$ cat src/rtl/rot_pkg.sv
// Shared defaults and state encoding for the rotation-stage write sequencer.
package rot_pkg;

  localparam int ADDR_W = 8;
  localparam int DATA_W = 32;
  localparam int REF_W  = 16;

  // state | meaning
  // IDLE  | not logging; samples refused, pending reference still drains
  // LOG   | accepting samples at sequential addresses
  // FULL  | memory filled (non-wrapping mode); waits for start or stop
  localparam logic [1:0] ST_IDLE = 2'd0;
  localparam logic [1:0] ST_LOG  = 2'd1;
  localparam logic [1:0] ST_FULL = 2'd2;

endpackage

$ cat src/rtl/rot_log_addr_ctr.sv
// Write pointer, saturating word count and end-of-memory flags.
module rot_log_addr_ctr #(
  parameter int ADDR_W = 8
) (
  input  logic              clk,
  input  logic              rst_n,
  input  logic              inc,
  input  logic              clr,
  input  logic              wrap_en,
  output logic [ADDR_W-1:0] ptr,
  output logic [ADDR_W:0]   count,
  output logic              full,
  output logic              overflow,
  output logic              at_last
);

  localparam logic [ADDR_W:0] DEPTH = {1'b1, {ADDR_W{1'b0}}};

  assign at_last = (ptr == {ADDR_W{1'b1}});

  // Pointer advances modulo DEPTH; count saturates; flags are sticky until clr.
  always_ff @(posedge clk or negedge rst_n) begin
    if (!rst_n) begin
      ptr      <= '0;
      count    <= '0;
      full     <= 1'b0;
      overflow <= 1'b0;
    end else if (clr) begin
      ptr      <= '0;
      count    <= '0;
      full     <= 1'b0;
      overflow <= 1'b0;
    end else if (inc) begin
      ptr <= ptr + 1'b1;
      if (count != DEPTH) count <= count + 1'b1;
      if (!wrap_en && at_last) full <= 1'b1;
      if (wrap_en && count == DEPTH) overflow <= 1'b1;
    end
  end

endmodule

$ cat src/rtl/rot_log_writer.sv
// Write-side sequencer for the rotation-stage RAM: sample logging with
// interleaved reference writes on the shared data bus.
module rot_log_writer #(
  parameter int ADDR_W = rot_pkg::ADDR_W,
  parameter int DATA_W = rot_pkg::DATA_W,
  parameter int REF_W  = rot_pkg::REF_W,
  parameter int WRAP   = 0
) (
  input  logic              clk,
  input  logic              rst_n,
  input  logic              start,
  input  logic              stop,
  input  logic              sample_valid,
  input  logic [DATA_W-1:0] sample_data,
  output logic              sample_ready,
  input  logic              ref_req,
  input  logic [REF_W-1:0]  ref_value,
  output logic [ADDR_W-1:0] address_w,
  output logic              w,
  output logic              w_ref,
  output logic [DATA_W-1:0] data_i,
  output logic [ADDR_W:0]   count,
  output logic              full,
  output logic              overflow
);

  import rot_pkg::*;

  localparam logic WRAP_EN = (WRAP != 0);

  logic [1:0]        state;
  logic [1:0]        state_nx;
  logic              ref_pend;
  logic              ref_pend_nx;
  logic [REF_W-1:0]  ref_buf;
  logic              acc;
  logic              iss;
  logic [ADDR_W-1:0] ptr;
  logic              at_last;

  // A sample offered alongside start is refused so the new run begins clean.
  assign acc = sample_valid & sample_ready & ~start;
  // Samples take priority on the bus; a pending reference goes out on any idle slot.
  assign iss = ref_pend & ~acc;

  rot_log_addr_ctr #(.ADDR_W(ADDR_W)) u_addr_ctr (
    .clk      (clk),
    .rst_n    (rst_n),
    .inc      (acc),
    .clr      (start),
    .wrap_en  (WRAP_EN),
    .ptr      (ptr),
    .count    (count),
    .full     (full),
    .overflow (overflow),
    .at_last  (at_last)
  );

  // A request landing on the issue edge merges into that write (last value wins).
  always_comb begin
    ref_pend_nx = ref_pend;
    if (iss)          ref_pend_nx = 1'b0;
    else if (ref_req) ref_pend_nx = 1'b1;
  end

  // Next state: start beats stop; non-wrapping runs park in FULL after the last address.
  always_comb begin
    state_nx = state;
    if (start)     state_nx = ST_LOG;
    else if (stop) state_nx = ST_IDLE;
    else if (state == ST_LOG && acc && at_last && !WRAP_EN) state_nx = ST_FULL;
  end

  // State, reference buffer and registered RAM-side outputs.
  always_ff @(posedge clk or negedge rst_n) begin
    if (!rst_n) begin
      state        <= ST_IDLE;
      ref_pend     <= 1'b0;
      ref_buf      <= '0;
      sample_ready <= 1'b0;
      w            <= 1'b0;
      w_ref        <= 1'b0;
      address_w    <= '0;
      data_i       <= '0;
    end else begin
      state        <= state_nx;
      ref_pend     <= ref_pend_nx;
      sample_ready <= (state_nx == ST_LOG) & ~ref_pend_nx;
      w            <= acc;
      w_ref        <= iss;
      if (ref_req) ref_buf <= ref_value;
      if (acc) begin
        address_w <= ptr;
        data_i    <= sample_data;
      end else if (iss) begin
        data_i <= {{(DATA_W-REF_W){1'b0}}, (ref_req ? ref_value : ref_buf)};
      end
    end
  end

endmodule

$ cat config.mk
export PLATFORM = sky130hd
export DESIGN_NAME = rot_log_writer
export DESIGN_NICKNAME = d
export VERILOG_FILES = /design/src/rtl/rot_pkg.sv /design/src/rtl/rot_log_addr_ctr.sv /design/src/rtl/rot_log_writer.sv
export SDC_FILE = /design/constraint.sdc
export NUM_CORES = 1
export LEC_CHECK = 0
export CAP_MARGIN = 20
export CORE_MARGIN = 2
export CORE_UTILIZATION = 38
export CTS_CLUSTER_DIAMETER = 50
export DETAILED_ROUTE_END_ITERATION = 8
export PLACE_DENSITY = 0.67
export SLEW_MARGIN = 0
export SYNTH_ARGS = -nofsm -noshare
export SYNTH_HDL_FRONTEND = slang
export SYNTH_SLANG_ARGS = --single-unit
$ cat constraint.sdc
create_clock -name clk -period 3.6 [get_ports clk]
set_input_delay 1.08 -clock clk [delete_from_list [all_inputs] [get_ports clk]]
set_output_delay 1.08 -clock clk [all_outputs]
set_load 0.005 [all_outputs]
Word-level counts from Yosys, hierarchy flattened --
Index checks and enable logic that the tools add are counted.
Storage, ports and cells: latch bits 0, memories 0, bits of input ports 54, logic and storage cells 48, bits in read-only memories 0, output and inout bits 54, RAM bits 0, flip-flop bits (word level) 80
Cells by class: multipliers 0, multiplexer cells 16, shifts and indexed selects 0, bitwise logic cells 7, divide/modulo/power cells 0, eq/ne operators 4, $add $sub $neg 2, reductions and logical operators 8, order comparisons 0
Operators by type and width (number):
- 2-to-1 mux 32 bit | 2
- 2-to-1 mux 9 bit | 3
- 2-to-1 mux 16 bit | 1
- 2-to-1 mux 8 bit | 2
- adder 9 x 1 -> 9 bit (second input constant) | 1
- != test 9 bit (second input constant) | 1
- adder 8 x 1 -> 8 bit (second input constant) | 1
- equality test 8 bit (second input constant) | 1
- nonzero test 2 bit | 4
- 2-to-1 mux 2 bit | 3
- 2-to-1 mux 1 bit | 5
- bitwise AND 1 bit | 4
- equality test 2 x 1 -> 1 bit (second input constant) | 2
- AND reduction 2 bit | 2
- inverter 1 bit | 3
- logical AND 1 bit | 2

Depth between registers and ports, before layout --
Gate-level depths: netlist of the first run.
depth in word-level cells 9, gate-level depth with buffers 6, gate-level depth less buffers 6

Cells and area by module --
Synthesis of the first run repeated with hierarchy kept, for this count alone.
Unflattened totals: cells, all modules 308, area total of the unflattened synthesis 3483.3 µm²
By module, submodules not included:
- rot_log_writer | cells an instance 210, seq. area each 1551.5 µm², area an instance 2532.4 µm², times used 1
- rot_log_addr_ctr | cells an instance 98, seq. area each 475.5 µm², area an instance 950.9 µm², times used 1

Worst setup path after synthesis of the first run --
Ideal clock, no wire load.
path kind input to register, start point input sample_valid, end point register address_w[4], setup time 0.125 ns, data arrival time 1.993 ns, cell stages on the path 5, buffers on the path 2, path slack 1.482 ns, required time 3.475 ns, cells stage by stage nand2_1 -> nor2_1 -> buf_2 -> buf_2 -> mux2_2
On the way: cells in the longest elaborated chain, start to end 2
Ends and longest elaborated chain:
- start, declared | RTL line rot_log_writer.sv:13 | input logic sample_valid,
- bitwise AND 1 bit (2 in a row) | RTL line rot_log_writer.sv:42 | assign acc = sample_valid & sample_ready & ~start;
- end signal, assigned | RTL line rot_log_writer.sv:93 | address_w <= ptr;
- end, declared | RTL line rot_log_writer.sv:18 | output logic [ADDR_W-1:0] address_w,
Every way passes these cells. A chain may end at the register's enable or synchronous reset.

Final worst setup path of the first run --
start point input ref_req, end point register data_i[2]
On the way: cells in the longest elaborated chain, start to end 3
Ends and longest elaborated chain:
- start, declared | RTL line rot_log_writer.sv:16 | input logic ref_req,
- 2-to-1 mux 16 bit
- 2-to-1 mux 32 bit | RTL line rot_log_writer.sv:95 | end else if (iss) begin
- 2-to-1 mux 32 bit | RTL line rot_log_writer.sv:92 | if (acc) begin
- end signal, assigned | RTL line rot_log_writer.sv:94 | data_i <= sample_data;
- end signal, assigned | RTL line rot_log_writer.sv:96 | data_i <= {{(DATA_W-REF_W){1'b0}}, (ref_req ? ref_value : ref_buf)};
- end, declared | RTL line rot_log_writer.sv:21 | output logic [DATA_W-1:0] data_i,
Every way passes these cells. The select of a mux whose other input is x is not followed.

==> reports/qor.yml, run 1 <==
status: "finished, final reports clean"
final_cell_area_um2: 4820
ys_ff_latch: 80
r2r-end: "state[0]$_DFF_PN0_"
drcViolationCount: 0
multi_input_area_um2: 1300
ctsResizeCount: 0
critPathMaxStageDelay_ns: 1.02
hp-class: "flip-flop to flip-flop"
finalCritPeriodShare_pct: 70.3
cts_hold_buf: 0
holdCritStartpoint: "ref_buf[6]$_DFF_PN0_"
place.port_buffers: 106
arrival_ns: 2.75
areaGrowthSynthToFinish_pct: 41.6
numClockSinks: 80
yosysTopAreaCell: "dfrtp_1"
maxCapViolCount: 0
grtUsageTotal_pct: 15.9
wl_um: 7520
critPathKind: "input port to flip-flop"
drt-initial-drc-count: 75
synth_most_common_cell: "dfrtp_1"
yosysSeqAreaShare_pct: 58.8
htreeDepth: 3
post-cts-setup-buffer-count: 0
detailed_place_hpwl_um: 5120
startpoint: "ref_req"
final.setup.worst_slack_ns: 1.07
totalPowerFinal_mw: 2.09
io_pins: 108
overflow: 0
cp_top_family: "buffers and inverters"
gp_congestion: 0.771
place_area_um2: 4580
drtAntennaViolNets: 0
dp_slack_ns: 0.667
coreArea_um2: 8720
fill_cells: 764
synth_cell_types: 34
synth_top_cell_area_share_pct: 58.8
async_flop_share_pct: 100
dr.pass1.iters: 4
ys_top_cells_by_area: "dfrtp_1 (59%), mux2_2 (7.3%), nand2_1 (6.1%), mux2i_1 (5.0%), o21ai_0 (4.6%)"
finalSetupTns_ns: 0
cp-end-kind: "flip-flop"
cp.required_ns: 3.82
power_density_nw_per_um2: 433
finalMaxSlewViolations: 0
ctsLongestPathBuffers: 2
p_leak_nw: 2.02
netlist_area_um2: 3400
cts_tree: "yes"
numCtsBuffers: 9
nNetsFinal: 469
worst_setup_path_start_kind: "input port"
rsz0062_at_grt: "false"
irDropWorstVdd_mv: 0.158
via_count: 2548
period_minus_slack_ns: 2.53
synthTopCellsByCount: "dfrtp_1 (80), nand2_1 (55), o21ai_0 (31)"
worst_pin_slew_ns: 0.837
insertion_delay_ns: 0.34
die_area_um2: 9730
maxSlewHeadroom_pct: 44.0
n_antenna_cell: 0
fin_skew_ns: 0.00946
rows: 34
die_h_um: 98.6
worstHoldPathCells: 1
path_max_fanout: 17
synthCells: 305
post_drt_via_cell_ratio: 4.85
reg2reg_slack_ns: 2.01
drive_gt1_share_pct: 12.5
crit_path_cell_trace: "clkdlybuf4s50_1 > mux2_2 > mux2i_1 > o21ai_0"
die_width_um: 98.6
regArea_um2: 2000
path_buf_inv: 1
wl_per_cell_um: 14.3
cpMaxStageDelayCell: "clkdlybuf4s50_1"
fmax_ghz: 0.395
grt_max_degree: 81
finalSetupViolCount: 0
hold_viol: 0
worstReg2RegStart: "u_addr_ctr.ptr[0]$_DFFE_PN0P_"
synthesis.nets: 362
avgSynthCellArea_um2: 11.2
grt_pass1_wl_um: 12500
path_clk_slew_ns: 0.09
antenna_found_initial: 0
synth_edf_count: 0
yosys_warnings: 0
grt_pass1_vias: 2552
synth-main-ff-cell: "dfrtp_1"
cts_root_buf: "clkbuf_8"
start_util_pct: 39.0
min_to: "ref_buf[6]$_DFF_PN0_"
r2r_cells: 5
## logic make-up after synthesis
kind of cell    count (synthesis)  share of synthesized area [%]
simple gates                  100                           13.4
flops                          80                           58.8
compound gates                 43                           6.84
mux                            42                           13.3
buf+inv                        23                           3.09
xor+xnor                       13                           3.35
fa+ha+maj                       3                           1.10
other cells                     1                          0.110
## stage by stage
stage | util (%) | hold slack, ns | instances
2_1_floorplan | - | 0.454 | 305
3_3_place_gp | 52.5 | 0.463 | 508
3_5_place_dp | 52.5 | 0.474 | 508
4_1_cts | 54.9 | 0.495 | 524
5_1_grt | 55.2 | 0.519 | 525
6_report | 55.2 | 0.492 | 525
## cell usage in the layout, fill, tap and decap left out, drive strengths merged, types with 2 or more instances in the layout
cell,instances
a21oi,5
and2,3
buf,9
clkbuf,11
clkdlybuf4s50,105
clkinv,4
dfrtp,80
ha,3
inv,5
mux2,25
mux2i,17
nand2,55
nand3,4
nand4,5
nor2,20
nor3,4
nor4b,2
o21ai,34
or3,2
xnor2,7
xor2,6
## power by group
part / switching [mW] / internal (mW) / total (mW)
sequential: 0.0443 / 0.986 / 1.03
clock: 0.327 / 0.346 / 0.673
combinational: 0.146 / 0.238 / 0.384
## metal layers
metal	up-vias	part of all wire (%)	wire (um)	GRT usage (%)
li1	1245	-	-	-
met1	1221	46	3440	22.0
met3	9	4.8	358	3.26
met4	0	1.4	103	6.01
met2	73	48	3620	25.0
met5	-	0	0	0
## registers in the layout, summed over array words and instances, names as in the netlist
name	cells
w_ref	1
u_addr_ctr.full	1
address_w	8
data_i	32
u_addr_ctr.ptr	8
ref_buf	16
u_addr_ctr.count	9
state	2
sample_ready	1
w	1
ref_pend	1
## worst max-delay path by stage
stage / slack, ns / depth (start not counted) / endpoint
final: 1.07 / 4 / data_i[2]$_DFFE_PN0P_
after global routing: 0.95 / 4 / data_i[15]$_DFFE_PN0P_
after CTS: 1.06 / 4 / data_i[2]$_DFFE_PN0P_
after detailed placement: 0.67 / 4 / data_i[15]$_DFFE_PN0P_
after global placement: 0.71 / 4 / data_i[14]$_DFFE_PN0P_
after floorplan: 1.48 / 5 / address_w[4]$_DFFE_PN0N_
## cell type report
type                       count  share of cell area [%]
sequential                    80                    41.6
multi-input combinational    202                    27.0
tap                          108                    2.81
inverter                       5                   0.390
clock buffer                  11                    2.94
timing repair buffer         114                    23.9
clock inverter                 5                    1.35
(Power assumes the default switching activity.)
==> run 2, diff against run 1 <==
==> constraint.sdc (replaced) <==
create_clock -name clk -period 2.5 [get_ports clk]
set_input_delay 0.75 -clock clk [delete_from_list [all_inputs] [get_ports clk]]
set_output_delay 0.75 -clock clk [all_outputs]
set_load 0.005 [all_outputs]
==> reports/qor.yml, run 2 (synthesis gave the netlist of run 1 again) <==
r2r_cells: 3  # -2
place.port_buffers: 106  # unchanged
critPathKind: "flip-flop to primary output"
insertion_delay_ns: 0.34  # about the same
worst_pin_slew_ns: 0.559  # -0.278 ns
drt-initial-drc-count: 46  # -39%
top_register: "data_i"
nNetsFinal: 468  # -0.21%
post-cts-setup-buffer-count: 0  # unchanged
period_minus_slack_ns: 2.18
largest_register_ffs: 32  # unchanged
grt_max_degree: 58  # -28%
irDropWorstVdd_mv: 0.316  # +100%
worst_setup_path_start_kind: "flip-flop"
wl_um: 7580  # +0.77%
grtUsageTotal_pct: 15.7  # -0.20 points
regArea_um2: 2000  # unchanged
n_antenna_cell: 0  # unchanged
antenna_found_initial: 0  # unchanged
cp.required_ns: 1.75  # -2.07 ns
path_buf_inv: 1  # unchanged
dr.pass1.iters: 4  # unchanged
start_util_pct: 39.0  # unchanged
drive_gt1_share_pct: 12.0  # -0.45 points
hp-class: "input port to async pin"
maxSlewHeadroom_pct: 62.7  # +19 points
hold_viol: 0  # unchanged
die_area_um2: 9730  # unchanged
via_count: 2525  # -0.90%
finalCritPeriodShare_pct: 87.1
final.setup.worst_slack_ns: 0.321  # -0.750 ns
gp_congestion: 0.833  # +8.0%
io_pins: 108  # unchanged
crit_path_cell_trace: "clkdlybuf4s50_1"
maxCapViolCount: 0  # unchanged
die_h_um: 98.6  # unchanged
ctsLongestPathBuffers: 2  # unchanged
fmax_ghz: 0.459
rows: 34  # unchanged
cpMaxStageDelayCell: "clkdlybuf4s50_1"
status: "finished, final reports clean"
overflow: 0  # unchanged
detailed_place_hpwl_um: 5440  # +6.3%
grt_pass1_vias: 2464  # -3.4%
fill_cells: 766  # +0.26%
largest_registers: "data_i x32, ref_buf x16, u_addr_ctr.count x9"
grt_use_met1_pct: 21.3  # -0.71 points
r2r-end: "data_i[31]$_DFFE_PN0P_"
path_max_fanout: 7  # -10
worstReg2RegStart: "ref_pend$_DFF_PN0_"
final_cell_mix: "clkdlybuf4s50_1 (105), dfrtp_1 (80), nand2_1 (55), o21ai_0 (31), mux2_2 (22)"
mostFrequentLayoutCell: "clkdlybuf4s50_1"
arrival_ns: 1.43  # -1.32 ns
cts_hold_buf: 0  # unchanged
wl_per_cell_um: 14.5  # +0.96%
finalSetupViolCount: 0  # unchanged
multi_input_area_um2: 1300  # unchanged
dp_slack_ns: 0.244  # -0.423 ns
ctsResizeCount: 0  # unchanged
htreeDepth: 3  # unchanged
finalMaxSlewViolations: 0  # unchanged
coreArea_um2: 8720  # unchanged
critPathMaxStageDelay_ns: 0.57  # -0.45 ns
grt_pass1_wl_um: 12300  # -1.4%
drcViolationCount: 0  # unchanged
path_clk_slew_ns: 0.08  # about the same
cts_tree: "yes"
cp-end-kind: "primary output"
areaGrowthSynthToFinish_pct: 41.7  # about the same
finalSetupTns_ns: 0  # unchanged
post_drt_via_cell_ratio: 4.82  # -0.71%
fin_skew_ns: 0.00882  # -0.000638 ns
use_met3_pct: 4.82  # +1.6 points
drtAntennaViolNets: 0  # unchanged
busiest_layer: "met2"
gr-usage-met2_pct: 25.3  # +0.31 points
p_leak_nw: 2.02  # -0.25%
cts_root_buf: "clkbuf_8"
rsz0062_at_grt: "false"
reg2reg_slack_ns: 0.84  # -1.17 ns
die_width_um: 98.6  # unchanged
numCtsBuffers: 9  # unchanged
power_density_nw_per_um2: 635  # +46%
numClockSinks: 80  # unchanged
cp_top_family: "buffers and inverters"
run 2: where the power goes:
part | switching (mW) | total (mW) | internal, mW | leakage [nW]
sequential | 0.0721 | 1.49 | 1.42 | 1.03
clock | 0.457 | 1.02 | 0.564 | 0.104
combinational | 0.203 | 0.546 | 0.342 | 0.885
run 2: area by class of cell:
| type | instances | share of cell area (%) |
|---|---|---|
| Multi-Input combinational cell | 202 | 27.0 |
| Clock buffer | 11 | 2.73 |
| Tap cell | 108 | 2.80 |
| Sequential cell | 80 | 41.5 |
| Timing Repair Buffer | 113 | 23.8 |
| Clock inverter | 5 | 1.69 |
| Inverter | 5 | 0.389 |
run 2: metrics by stage:
step / area [um^2] / power [mW] / utilization [%] / cells / hold slack (ns)
after floorplan: 3400 / 1.70 / - / 305 / 0.454
after global placement: 4610 / 2.06 / 52.8 / 508 / 0.464
after detailed placement: 4610 / 2.08 / 52.8 / 508 / 0.473
after CTS: 4820 / 3.10 / 55.3 / 524 / 0.402
after global routing: 4820 / 3.22 / 55.3 / 524 / 0.405
final: 4820 / 3.06 / 55.3 / 524 / 0.386
run 2: metal layers:
layer  share of wire [%]  wire length, um
met1                  46             3510
met2                  48             3630
met3                 4.8              367
met4                0.83               63
met5                   0                0
run 2: worst max-delay path by stage:
stage / startpoint / to / slack, ns / cells after the start
6_report: u_addr_ctr.count[2]$_DFFE_PN0P_ / count[2] / 0.32 / 1
5_1_grt: u_addr_ctr.count[2]$_DFFE_PN0P_ / count[2] / 0.25 / 1
4_1_cts: u_addr_ctr.count[2]$_DFFE_PN0P_ / count[2] / 0.30 / 1
3_5_place_dp: start / address_w[1]$_DFFE_PN0N_ / 0.24 / 4
3_3_place_gp: sample_valid / address_w[1]$_DFFE_PN0N_ / 0.26 / 5
2_1_floorplan: sample_valid / address_w[4]$_DFFE_PN0N_ / 0.71 / 5
